## config.mk

```make
export PLATFORM = sky130hd
export DESIGN_NAME = irq_ctrl
export DESIGN_NICKNAME = d
export VERILOG_FILES = /design/src/rtl/irq_ctrl.sv
export SDC_FILE = /design/constraint.sdc
export NUM_CORES = 1
export LEC_CHECK = 0
export BUFFER_PORTS_ARGS = -buffer_cell sky130_fd_sc_hd__buf_4
export CORE_UTILIZATION = 33
export CTS_BUF_LIST = sky130_fd_sc_hd__clkbuf_2 sky130_fd_sc_hd__clkbuf_4 sky130_fd_sc_hd__clkbuf_8
export DETAILED_ROUTE_END_ITERATION = 10
export PLACE_DENSITY = 0.64
export REMOVE_ABC_BUFFERS = 1
export SLEW_MARGIN = 5
export SYNTH_ARGS = -nofsm -noshare
export SYNTH_HDL_FRONTEND = slang
export SYNTH_SLANG_ARGS = --single-unit
```

## constraint.sdc

```tcl
create_clock -name clk -period 2.29 [get_ports clk]
set_clock_uncertainty 0.1 [all_clocks]
set_input_delay 0.229 -clock clk [delete_from_list [all_inputs] [get_ports clk]]
set_output_delay 0.229 -clock clk [all_outputs]
set_load 0.02 [all_outputs]
```

## src/rtl/irq_ctrl.sv

```systemverilog
// rtl/irq_ctrl.sv - interrupt capture, masking, priority and claim/complete servicing
// Optional feature macro: IRQ_LEVEL_EN selects level-sensitive capture (edge capture when undefined).
// Ports:
//   clk          system clock
//   rst          synchronous active-low reset
//   irq_src_i    raw peripheral interrupt lines {epu, sctrl, dma1, dma0}
//   req_i        register access request (single cycle)
//   we_i         1 = write, 0 = read
//   addr_i       byte address, word select in [3:2]
//   wdata_i      write data
//   rdata_o      registered read data, valid with ack_o, held otherwise
//   ack_o        completion, the cycle after req_i
//   interrupt_o  one-hot highest-priority eligible source while idle
//   irq_valid_o  OR of interrupt_o
module irq_ctrl #(
  parameter int N_SRC = 4,
  parameter int ID_W  = 2
) (
  input  logic              clk,
  input  logic              rst,
  input  logic [N_SRC-1:0]  irq_src_i,
  input  logic              req_i,
  input  logic              we_i,
  input  logic [3:0]        addr_i,
  input  logic [31:0]       wdata_i,
  output logic [31:0]       rdata_o,
  output logic              ack_o,
  output logic [N_SRC-1:0]  interrupt_o,
  output logic              irq_valid_o
);

  localparam logic ST_IDLE       = 1'b0;
  localparam logic ST_IN_SERVICE = 1'b1;

  localparam logic [1:0] REG_ENABLE  = 2'd0;
  localparam logic [1:0] REG_PENDING = 2'd1;
  localparam logic [1:0] REG_CLAIM   = 2'd2;
  localparam logic [1:0] REG_RAW     = 2'd3;

  logic              state;
  logic [N_SRC-1:0]  enable;
  logic [N_SRC-1:0]  pending;
  logic [N_SRC-1:0]  pending_next;
  logic [ID_W-1:0]   cur_id;

  logic [N_SRC-1:0]  eligible;
  logic              any_eligible;
  logic [ID_W-1:0]   win_id;
  logic [N_SRC-1:0]  win_onehot;

  logic [1:0]        reg_sel;
  logic              rd_claim;
  logic              claim_ok;
  logic              wr_enable;
  logic              wr_complete;
  logic [31:0]       rdata_next;

  // Byte-lane and upper data bits are never decoded.
  logic              unused_bits;
  assign unused_bits = ^{addr_i[1:0], wdata_i[31:N_SRC]};

  assign reg_sel      = addr_i[3:2];
  assign eligible     = pending & enable;
  assign any_eligible = |eligible;

  // Later iterations overwrite earlier ones, so the highest index wins.
  always_comb begin
    win_id = '0;
    for (int i = 0; i < N_SRC; i++) begin
      if (eligible[i]) win_id = ID_W'(i);
    end
  end

  assign win_onehot = {{(N_SRC-1){1'b0}}, 1'b1} << win_id;

  assign rd_claim    = req_i && !we_i && (reg_sel == REG_CLAIM);
  assign claim_ok    = rd_claim && (state == ST_IDLE) && any_eligible;
  assign wr_enable   = req_i && we_i && (reg_sel == REG_ENABLE);
  assign wr_complete = req_i && we_i && (reg_sel == REG_CLAIM);

`ifdef IRQ_LEVEL_EN
  // Pending simply mirrors the lines one cycle late; W1C and claim cannot clear it.
  assign pending_next = irq_src_i;
`else
  logic [N_SRC-1:0]  src_q;
  logic [N_SRC-1:0]  edge_det;
  logic [N_SRC-1:0]  clr;
  logic              wr_pending;

  assign wr_pending = req_i && we_i && (reg_sel == REG_PENDING);
  assign edge_det   = irq_src_i & ~src_q;

  always_comb begin
    clr = '0;
    if (wr_pending) clr = wdata_i[N_SRC-1:0];
    if (claim_ok)   clr = clr | win_onehot;
  end

  // OR-ing the edge in last lets a fresh edge survive a same-cycle clear.
  assign pending_next = (pending & ~clr) | edge_det;

  // Reset to 0 so a line already high at reset release counts as an edge.
  always_ff @(posedge clk) begin
    if (!rst) src_q <= '0;
    else      src_q <= irq_src_i;
  end
`endif

  always_comb begin
    rdata_next = '0;
    case (reg_sel)
      REG_ENABLE:  rdata_next = 32'(enable);
      REG_PENDING: rdata_next = 32'(pending);
      REG_CLAIM:   rdata_next = claim_ok ? 32'(win_id) : 32'hFFFF_FFFF;
      REG_RAW:     rdata_next = 32'(irq_src_i);
      default:     rdata_next = '0;
    endcase
  end

  always_ff @(posedge clk) begin
    if (!rst) begin
      state   <= ST_IDLE;
      enable  <= '0;
      pending <= '0;
      cur_id  <= '0;
      ack_o   <= 1'b0;
      rdata_o <= '0;
    end else begin
      ack_o <= req_i;
      if (req_i && !we_i) rdata_o <= rdata_next;
      if (wr_enable) enable <= wdata_i[N_SRC-1:0];
      pending <= pending_next;
      case (state)
        ST_IDLE: begin
          if (claim_ok) begin
            cur_id <= win_id;
            state  <= ST_IN_SERVICE;
          end
        end
        ST_IN_SERVICE: begin
          if (wr_complete && (wdata_i[ID_W-1:0] == cur_id)) state <= ST_IDLE;
        end
        default: state <= ST_IDLE;
      endcase
    end
  end

  // Nothing is offered to the CPU while a claimed source is being serviced.
  assign interrupt_o = ((state == ST_IDLE) && any_eligible) ? win_onehot : '0;
  assign irq_valid_o = |interrupt_o;

endmodule

```

---- After elaboration in Yosys (flattened, before gate mapping) ----
Index checks and enable logic that the tools add are counted.
word-level totals
  RAM bits ................................ 0
  memory bits (read-only) ................. 0
  output and inout port bits .............. 38
  bits in registers ....................... 48
  memories kept ........................... 0
  latch bits .............................. 0
cells by class
  order comparisons ....................... 0
  add/subtract/negate cells ............... 0
  div/mod/pow operators ................... 0
  multipliers ............................. 0
  mux-type cells .......................... 11
  reductions and logical operators ........ 15
  bitwise operators ....................... 8
  shift-type cells ........................ 1
  equal/unequal tests ..................... 4
operator list
  cell                 count
  $pmux 32 s4          1
  $mux 32              1
  $and 4x4->4          3
  $mux 4               3
  $logic_and 1x1->1    10
  $not 4->4            2
  $or 4x4->4           2
  $reduce_or 4->1      2
  $eq 2x2->1 const B   2
  $mux 2               2
  $shl 1x2->4 const A  1
  $mux 1               3
  $eq 2x1->1 const B   1
  $eq 2x2->1           1
  $logic_not 2->1      1
  $pmux 1 s2           1
  $reduce_and 2->1     1
  $logic_not 1->1      1
  $not 1->1            1

---- Logic depth before layout (Yosys ltp) ----
Gate-level depths: netlist (run 1).
  word-level depth ........................ 10
  mapped depth ............................ 5

---- Worst setup path after synthesis (run 1) ----
No wires, ideal clock.
  path kind ............................... register to register
  from .................................... reg state
  to ...................................... reg rdata_o[0]
  arrival ................................. 1.360 ns
  period minus slack after synthesis ...... 1.578 ns
  path buffers ............................ 1
  stages on the path, launching flop included .. 6
  required time ........................... 2.073 ns
  slack ................................... 0.712 ns
  path through ............................ dfxtp_1 > buf_2 > nand2b_1 > a2111oi_4 > nand3_2 > a32o_1
on the way
  cells in the longest elaborated chain, start to end .. 5
ends and longest elaborated chain
  what                            RTL line  RTL
  start: declaration              40        logic state;
  start signal: assignment        122       state <= ST_IDLE;
  start signal: assignment        137       state <= ST_IN_SERVICE;
  start signal: assignment        141       if (wr_complete && (wdata_i[ID_W-1:0] == cur_id)) state <= ST_IDLE;
  $not 1->1 (no source line)      n/a
  $logic_and 1x1->1 (2 in a row)  77        assign claim_ok = rd_claim && (state == ST_IDLE) && any_eligible;
  $mux 32                         114       REG_CLAIM: rdata_next = claim_ok ? 32'(win_id) : 32'hFFFF_FFFF;
  $pmux 32 s4                     111       case (reg_sel)
  end signal: assignment          130       if (req_i && !we_i) rdata_o <= rdata_next;
  end: declaration                26        output logic [31:0] rdata_o,
No other way between the ends.
A chain may end at the register's enable or synchronous reset.

---- Final worst setup path (run 1) ----
  from .................................... reg enable[1]
  to ...................................... reg rdata_o[0]
on the way
  cells in the longest elaborated chain, start to end .. 6
  elaborated cells on any way between the ends .. 8
  classes of those cells .................. 5 x mux; 1 x bitwise; 2 x reduce/logical
ends and longest elaborated chain
  what                      RTL line  RTL
  start: declaration        41        logic [N_SRC-1:0] enable;
  start signal: assignment  131       if (wr_enable) enable <= wdata_i[N_SRC-1:0];
  $and 4x4->4 (*)           63        assign eligible = pending & enable;
  $mux 1                    70        if (eligible[i]) win_id = ID_W'(i);
  $mux 2 (2 in a row)       70
  $mux 32 (*)               114
  $pmux 32 s4 (*)           111
Every way passes the cells marked *; elsewhere a longest branch is shown, timed or not.

==> results of run 1 <==
## cell usage after synthesis, types with 2 or more instances
cell type  number  area share
a21oi_1         2      0.0080
o21ai_1         2      0.0080
nor3b_1         3       0.018
nor3_1          2      0.0080
a31oi_1         5       0.025
xor2_1          2       0.014
a22oi_2         2       0.020
buf_4          27        0.16
nand3_1         4       0.016
o21ai_0         3       0.012
nor2b_1         9       0.045
clkbuf_1        4       0.012
o2111ai_1       2       0.014
nand2_1        18       0.054
o211a_1         2       0.016
dfxtp_1        21        0.34
o22ai_1         2       0.010
and2_1          2       0.010
o221ai_1        3       0.021
inv_1           5       0.015
mux2i_1         4       0.032
nor2_1          3      0.0090
## worst max-delay path, delay by kind of cell (launching register included)
family,cells,cell delay [ps]
flops,1,490
compound gates,3,1010
simple gates,1,180
## worst max path at each step
stage / startpoint / endpoint / slack [ps] / cells after the start
2_1_floorplan: rdata_o[30]$_SDFFE_PN0N_ / rdata_o[30]$_SDFFE_PN0N_ / -2140 / 3
3_3_place_gp: we_i / rdata_o[0]$_SDFFE_PN0N_ / 490 / 5
3_5_place_dp: enable[1]$_SDFFE_PN0P_ / rdata_o[0]$_SDFFE_PN0N_ / 480 / 4
4_1_cts: enable[1]$_SDFFE_PN0P_ / rdata_o[0]$_SDFFE_PN0N_ / 450 / 4
5_1_grt: enable[3]$_SDFFE_PN0P_ / interrupt_o[0] / 340 / 4
6_report: enable[1]$_SDFFE_PN0P_ / rdata_o[0]$_SDFFE_PN0N_ / 410 / 4
## logic make-up after synthesis
logic type,Yosys count
flops,21
mux,5
xor+xnor,2
buf+inv,37
simple gates,50
compound gates,29
## registers in the layout, summed over array words and instances (netlist names)
name and count:
ack_o 1, cur_id 2, enable 4, pending 4
rdata_o 5, src_q 4, state 1
## per-layer routing
metal  vias to the layer above  routed length, um
li1                        525                  -
met1                       480               1230
met2                        54               1170
met3                         4                267
met4                         0                 19
met5                         -                  0
## metrics by stage
step / hold WS [ps] / worst slack [ps]
after detailed placement: 303 / 480
final: 78.7 / 405
after floorplan: 236 / -2140
after global placement: 296 / 491
after CTS: 70.7 / 454
after global routing: 90.2 / 345
## layout make-up
type,instances,area (um2)
Tap cell,46,57.6
Timing Repair Buffer,51,383
Fill cell,367,1960
Clock inverter,1,5.00
Inverter,5,18.8
Multi-Input combinational cell,86,583
Clock buffer,3,41.3
Sequential cell,21,420
## where the power goes
part	internal, mW	leakage [nW]	switching (mW)
sequential	0.384	0.173	0.0184
combinational	0.0676	0.493	0.0795
clock	0.121	0.0255	0.120
==> impl_metrics.json, run 1 <==
{
  "status": "completed",
  "r2r_slack_ps": 410,
  "drc": 0,
  "cts.reportedPaths.clkPinSlew_ps": 70,
  "synth-simple-area-share": 0.220,
  "die_area_um2": 4020,
  "min_period_over_period": 0.823,
  "rsz0062_at_grt": "no",
  "final_cell_mix": "buf_4, dfxtp_1, nand2_1",
  "min_from": "irq_src_i[2]",
  "hold_path.class": "input port to flop",
  "syn_area_um2": 1240,
  "end_kind": "flop",
  "fin_util": 0.435,
  "synth_fa_ha_area_frac": 0,
  "cts_made_buffers": 3,
  "yosysSeqAreaShare": 0.338,
  "cts-root-buf": "clkbuf_8",
  "synth_cells": 144,
  "whs_path_depth": 3,
  "place_area_um2": 1460,
  "critPathMaxFanout": 8,
  "synth-seq-cells": 21,
  "final_common_cell": "buf_4",
  "setup_viol": 0,
  "min_to": "src_q[2]$_SDFF_PN0_",
  "crit_type": "flop to flop",
  "synth_compound_area_frac": 0.193,
  "area_growth_pct": 21.2,
  "boundaryPins": 82,
  "power_density_nw_per_um2": 524,
  "crit_path_cell_trace": "a22oi_2, a2111oi_4, nand3_2, a32o_1",
  "drt-initial-drc-count": 38,
  "finalMaxSlewViolations": 0,
  "synth_top_family_by_area": "simple AND/OR/NAND/NOR gates",
  "cellLeakagePower_nw": 0.691,
  "synthFlopType": "dfxtp_1",
  "grt_pass1_vias": 949,
  "hold_viol": 0,
  "track_usage": 0.141,
  "relSlewSlack": 0.447,
  "grtUsageMet1": 0.169,
  "dp.cells": 209,
  "finalNonFillerCells": 213,
  "fin_tns_setup_ps": 0,
  "routed_wl_um": 2690,
  "ant_nets": 0,
  "peakVddDrop_mv": 0.289,
  "critPathArrivalTime_ps": 1940,
  "reg2reg_to": "rdata_o[0]$_SDFFE_PN0N_",
  "hold_buffers": 0,
  "synth_mux_area_frac": 0.0412,
  "yosysWarnings": 0,
  "core-area_um2": 3470,
  "first_pass_iters": 4,
  "ctsResizeCount": 0,
  "htree_num_levels": 1,
  "period_minus_slack_ps": 1880,
  "wl_per_cell_um": 12.6,
  "grt_busiest_layer": "met2",
  "rows": 21,
  "antennaDiodeCount": 0,
  "io_buffers": 51,
  "avgViaCountPerCell": 4.99,
  "rr_startpoint": "enable[1]$_SDFFE_PN0P_",
  "grt_use_met3": 0.0580,
  "via_count": 1063,
  "cp_slowest_cell": "a2111oi_4",
  "clock.fmax_mhz": 531,
  "cts_buffer_depth": 2,
  "start_util": 0.359,
  "die_h_um": 63.4,
  "die_w_um": 63.4,
  "cts_setup_buffers": 0,
  "fin_nets": 212,
  "worst_pin_slew_ps": 828,
  "max_stage_delay_ps": 630,
  "gp_congestion": 0.856,
  "overflow": 0,
  "use_met2": 0.233,
  "clkSinkCount": 21,
  "synth_cell_types": 39,
  "clk_latency_ps": 260,
  "grt_pass1_wl_um": 4420,
  "crit_path_start_kind": "flop",
  "cp.required_ps": 2350,
  "cap_violations": 0,
  "grt_max_degree": 30,
  "layout-drive-gt1-share": 0.377,
  "synthXorXnorAreaFrac": 0.0141,
  "cts_tree": "built",
  "place_hpwl_um": 2050,
  "fin_area_um2": 1510,
  "avgSynthCellArea_um2": 8.65,
  "reg2reg_depth": 4,
  "synth_edf_count": 0,
  "antenna_found_initial": 0,
  "synthArstFlopShare": 0,
  "power_uw": 791
}
(Power assumes the default switching activity.)
==> inputs of run 2 (changes only) <==
--- a/config.mk
+++ b/config.mk
@@ -5,11 +5,12 @@
 export SDC_FILE = /design/constraint.sdc
 export NUM_CORES = 1
 export LEC_CHECK = 0
+export ABC_AREA = 1
 export BUFFER_PORTS_ARGS = -buffer_cell sky130_fd_sc_hd__buf_4
 export CORE_UTILIZATION = 33
 export CTS_BUF_LIST = sky130_fd_sc_hd__clkbuf_2 sky130_fd_sc_hd__clkbuf_4 sky130_fd_sc_hd__clkbuf_8
 export DETAILED_ROUTE_END_ITERATION = 10
-export PLACE_DENSITY = 0.64
+export PLACE_DENSITY = 0.65
 export REMOVE_ABC_BUFFERS = 1
 export SLEW_MARGIN = 5
 export SYNTH_ARGS = -nofsm -noshare
==> constraint.sdc (replaced) <==
create_clock -name clk -period 1.9 [get_ports clk]
set_clock_uncertainty 0.1 [all_clocks]
set_input_delay 0.19 -clock clk [delete_from_list [all_inputs] [get_ports clk]]
set_output_delay 0.19 -clock clk [all_outputs]
set_load 0.02 [all_outputs]
==> impl_metrics.json, run 2 <==
{
  "status": "completed",
  "synth-simple-area-share": 0.252,
  "antennaDiodeCount": 0,
  "critPathMaxFanout": 4,
  "crit_type": "flop to output port",
  "drc": 0,
  "largest-register": "rdata_o",
  "drt-initial-drc-count": 30,
  "cts_tree": "built",
  "synth_cells": 174,
  "cp.required_ps": 1610,
  "p_switching_uw": 304,
  "cellLeakagePower_nw": 0.792,
  "cap_violations": 0,
  "period_minus_slack_ps": 1580,
  "pre_cts_ws_ps": 510,
  "hold_buffers": 0,
  "cts-root-buf": "clkbuf_8",
  "yosysMostFrequentCell": "nand2_1",
  "largest_register_ff_count": 5,
  "die_area_um2": 3980,
  "whs_ps": 31.8,
  "cts_made_buffers": 3,
  "multi_input_area_um2": 494,
  "synth_top_family_by_area": "buffers and inverters",
  "final_cell_mix": "buf_4, nand2_1, inv_1, dfxtp_1",
  "setup_viol": 0,
  "grt_pass1_vias": 987,
  "gp_congestion": 0.836,
  "place_area_um2": 1460,
  "grtUsageMet1": 0.195,
  "synth_area_leaders": "dfxtp_1, buf_4, nand2_1",
  "core-area_um2": 3440,
  "io_buffers": 51,
  "syn_area_um2": 1230,
  "hold_viol": 0,
  "fin_util": 0.437,
  "synth_top_area_share": 0.341,
  "synth_fa_ha_area_frac": 0,
  "place_hpwl_um": 2150,
  "hold_path.class": "input port to flop",
  "critPathArrivalTime_ps": 1290,
  "die_w_um": 63.1,
  "start_util": 0.358,
  "finalMaxSlewViolations": 0,
  "grt_pass1_wl_um": 4580,
  "fin_tns_setup_ps": 0,
  "cts_setup_buffers": 0,
  "avgSynthCellArea_um2": 7.08,
  "crit_path_start_kind": "flop",
  "cts.reportedPaths.clkPinSlew_ps": 70,
  "relSlewSlack": 0.779,
  "synth_edf_count": 0,
  "clkSinkCount": 21,
  "peakVddDrop_mv": 0.205,
  "overflow": 0,
  "grt_max_degree": 29,
  "synthArstFlopShare": 0,
  "synthXorXnorAreaFrac": 0.00711,
  "area_growth_pct": 22.3,
  "track_usage": 0.146,
  "synth_largest_area_cell": "dfxtp_1",
  "ant_nets": 0,
  "synth-seq-cells": 21,
  "antenna_found_initial": 0,
  "end_kind": "output port",
  "boundaryPins": 82,
  "clock.fmax_mhz": 633,
  "cts_buffer_depth": 2,
  "rows": 21,
  "rsz0062_at_grt": "no",
  "synthTopCellsByCount": "nand2_1, buf_4, dfxtp_1, inv_1",
  "die_h_um": 63.1,
  "yosysSeqAreaShare": 0.341,
  "fin_area_um2": 1510,
  "pwr-share-comb": 0.242,
  "synth_mux_area_frac": 0,
  "grt_busiest_layer": "met2",
  "fillCellCount": 381,
  "clk_latency_ps": 260,
  "first_pass_iters": 4,
  "htree_num_levels": 1,
  "switching_share": 0.294,
  "yosysWarnings": 0,
  "power_density_nw_per_um2": 687,
  "intPower_uw": 730,
  "avgViaCountPerCell": 4.61,
  "wl_per_cell_um": 11.2,
  "routed_wl_um": 2740,
  "use_met2": 0.231,
  "via_count": 1135,
  "grt_use_met3": 0.0362,
  "pwr-share-seq": 0.462,
  "synth_cell_types": 26,
  "setup_ws_ps": 319,
  "final_common_cell": "buf_4",
  "ctsResizeCount": 0,
  "worst_pin_slew_ps": 331,
  "ff_latch_area_um2": 420,
  "min_period_over_period": 0.832,
  "fin_nets": 245,
  "synthFlopType": "dfxtp_1",
  "pwr-share-clk": 0.296,
  "synth_compound_area_frac": 0.142,
  "layout-drive-gt1-share": 0.330
}
-- run 2: cell count changes in the layout (fill, tap and decap cells not counted), moves of 6 or more --
cell	delta
nor2b_1	-9
nand2_1	+14
a21oi_1	+9
o21ai_0	+10
nor2_1	+10
inv_1	+16
nand3_1	+6
-- run 2: worst max-delay path, stage by stage, from the launching register on --
cell	delay (ps)
dfxtp_1	330
nand2_1	120
nand2_2	110
nor4_1	260
buf_4	210
-- run 2: metal layers --
layer	up-vias	share of wire	routed length, um
met1	485	0.48	1330
met5	-	0	0
li1	587	-	-
met4	0	0.0080	22
met3	3	0.087	239
met2	60	0.42	1160
-- run 2: worst paths after layout --
path                              start                       to  slack, ps  cells past startpoint
hold reg to reg     src_q[2]$_SDFF_PN0_    pending[2]$_SDFF_PN0_        330                      1
setup reg to reg       state$_SDFF_PN0_  rdata_o[2]$_SDFFE_PN0N_        490                      8
hold / removal                    req_i         ack_o$_SDFF_PN0_         30                      3
setup / recovery  pending[3]$_SDFF_PN0_           interrupt_o[0]        320                      4
-- run 2: area by class of cell --
type / instances / share of cell area
Clock buffer: 4 / 0.0324
Inverter: 23 / 0.0623
Multi-Input combinational cell: 100 / 0.328
Sequential cell: 21 / 0.279
Tap cell: 46 / 0.0382
Timing Repair Buffer: 52 / 0.259
-- run 2: power groups by stage --
stage	combinational, mW	sequential [mW]	clock [mW]
after floorplan	0.0699	0.548	0
after global placement	0.250	0.488	0
after detailed placement	0.251	0.488	0
after CTS	0.252	0.478	0.316
after global routing	0.272	0.480	0.335
final	0.250	0.478	0.306
-- run 2: cell families (layout without fill, tap and decap cells) --
group | after synthesis | count (layout)
AND/OR/NAND/NOR | 67 | 67
AO/OA/AOI/OAI | 32 | 32
XOR/XNOR | 1 | 1
flip-flops | 21 | 21
buffers and inverters | 53 | 79
-- run 2: through the flow --
| stage | std cells | power [mW] |
|---|---|---|
| after floorplan | 144 | 0.618 |
| after global placement | 242 | 0.737 |
| after detailed placement | 242 | 0.740 |
| after CTS | 246 | 1.05 |
| after global routing | 246 | 1.09 |
| final | 246 | 1.03 |
==> inputs of run 3 (changes only) <==
==> constraint.sdc (replaced) <==
create_clock -name clk -period 1.62 [get_ports clk]
set_clock_uncertainty 0.1 [all_clocks]
set_input_delay 0.162 -clock clk [delete_from_list [all_inputs] [get_ports clk]]
set_output_delay 0.162 -clock clk [all_outputs]
set_load 0.02 [all_outputs]
==> impl_metrics.json, run 3 (synthesis gave the netlist of run 2 again) <==
{
  "status": "completed",
  "largest-register": "rdata_o",
  "cts_setup_buffers": 0,
  "power_density_nw_per_um2": 804,
  "finalMaxSlewViolations": 0,
  "rr_startpoint": "pending[3]$_SDFF_PN0_",
  "fin_tns_setup_ps": 0,
  "cts_tree": "built",
  "first_pass_iters": 5,
  "rows": 21,
  "critPathMaxFanout": 4,
  "area_growth_pct": 22.5,
  "dp.cells": 242,
  "grt_pass1_wl_um": 4580,
  "pre_cts_ws_ps": 230,
  "critPathArrivalTime_ps": 1290,
  "final_common_cell": "buf_4",
  "crit_path_cell_trace": "nand2_1, nand2_2, nor4_1, buf_4",
  "final_cell_mix": "buf_4, nand2_1, inv_1, dfxtp_1, o21ai_0",
  "drt-initial-drc-count": 31,
  "intPower_uw": 856,
  "rsz0062_at_grt": "no",
  "pwr-share-comb": 0.242,
  "min_from": "req_i",
  "hold_viol": 0,
  "track_usage": 0.146,
  "clk_latency_ps": 260,
  "cellLeakagePower_nw": 0.792,
  "drc": 0,
  "ant_nets": 0,
  "cap_violations": 0,
  "routed_wl_um": 2760,
  "grt_max_degree": 29,
  "die_w_um": 63.1,
  "clkSinkCount": 21,
  "peakVddDrop_mv": 0.240,
  "cts_buffer_depth": 2,
  "max_stage_delay_ps": 330,
  "power_mw": 1.21,
  "io_buffers": 51,
  "crit_type": "flop to output port",
  "whs_path_depth": 3,
  "fin_nets": 245,
  "fillCellCount": 380,
  "reg2reg_to": "rdata_o[2]$_SDFFE_PN0N_",
  "switching_share": 0.294,
  "setup_ws_ps": 66.6,
  "cts-root-buf": "clkbuf_8",
  "hold_path.class": "input port to flop",
  "ctsResizeCount": 0,
  "p_switching_uw": 357,
  "whs_ps": 3.45,
  "cp_slowest_cell": "dfxtp_1",
  "setup_viol": 0,
  "cp.buffers_inverters": 1,
  "hold_buffers": 0,
  "min_period_over_period": 0.959,
  "clock.fmax_mhz": 644,
  "gp_congestion": 0.836,
  "die_h_um": 63.1,
  "grt_pass1_vias": 987,
  "crit_path_start_kind": "flop",
  "die_area_um2": 3980,
  "start_util": 0.358,
  "place_hpwl_um": 2150,
  "cp_top_family": "simple AND/OR/NAND/NOR gates",
  "relSlewSlack": 0.778,
  "wl_per_cell_um": 11.2,
  "end_kind": "output port",
  "fin_util": 0.438,
  "cp.required_ps": 1360,
  "htree_num_levels": 1,
  "reg2reg_depth": 9,
  "min_to": "ack_o$_SDFF_PN0_",
  "worst_pin_slew_ps": 333,
  "core-area_um2": 3440,
  "antennaDiodeCount": 0,
  "largest_register_ff_count": 5,
  "antenna_found_initial": 0,
  "period_minus_slack_ps": 1550,
  "r2r_slack_ps": 210,
  "finalNonFillerCells": 246,
  "pwr-share-clk": 0.296,
  "boundaryPins": 82,
  "overflow": 0,
  "cts.reportedPaths.clkPinSlew_ps": 70,
  "cts_made_buffers": 3,
  "via_count": 1136,
  "pwr-share-seq": 0.462,
  "avgViaCountPerCell": 4.62,
  "fin_area_um2": 1510,
  "layout-drive-gt1-share": 0.335,
  "place_area_um2": 1460
}
-- run 3: cell counts in the layout (fill, tap and decap cells not counted) --
Identical to the previous run, type by type.
-- run 3: worst max path at each step --
stage	start	to	slack, ps	cells past startpoint
after floorplan	rdata_o[30]$_SDFFE_PN0N_	rdata_o[30]$_SDFFE_PN0N_	-3080	2
after detailed placement	pending[3]$_SDFF_PN0_	rdata_o[2]$_SDFFE_PN0N_	230	9
after global routing	pending[2]$_SDFF_PN0_	interrupt_o[1]	7	6
final	pending[3]$_SDFF_PN0_	interrupt_o[0]	70	4
after global placement	pending[3]$_SDFF_PN0_	rdata_o[2]$_SDFFE_PN0N_	240	9
after CTS	pending[3]$_SDFF_PN0_	interrupt_o[0]	40	4
-- run 3: area by class of cell --
class	instances	area [um2]	share of cell area
well taps	46	57.6	0.0382
multi-input cells	100	497	0.329
clock buffers	4	48.8	0.0324
inverters	23	93.8	0.0622
flip-flops and latches	21	420	0.279
repair buffers	52	390	0.259
-- run 3: layer usage --
layer | share of wire | track usage | vias up
met3 | 0.092 | 0.0362 | 2
li1 | - | - | 587
met2 | 0.42 | 0.231 | 62
met4 | 0.0069 | 0.0349 | 0
met5 | 0 | 0 | -
met1 | 0.48 | 0.195 | 485
-- run 3: worst reg2reg max path: stages (launching register included) --
cell,delay [ps]
dfxtp_1,370
nand2_1,110
nand2_2,140
inv_4,60
nand2_2,80
nand2_4,80
a21oi_2,180
nand3_1,100
nand2_1,80
inv_1,30
-- run 3: power by group through the flow --
stage          clock, mW  sequential (mW)  combinational, mW
2_1_floorplan          0            0.642             0.0819
3_3_place_gp           0            0.572              0.293
3_5_place_dp           0            0.573              0.295
4_1_cts            0.371            0.560              0.295
5_1_grt            0.392            0.563              0.320
6_report           0.359            0.561              0.293
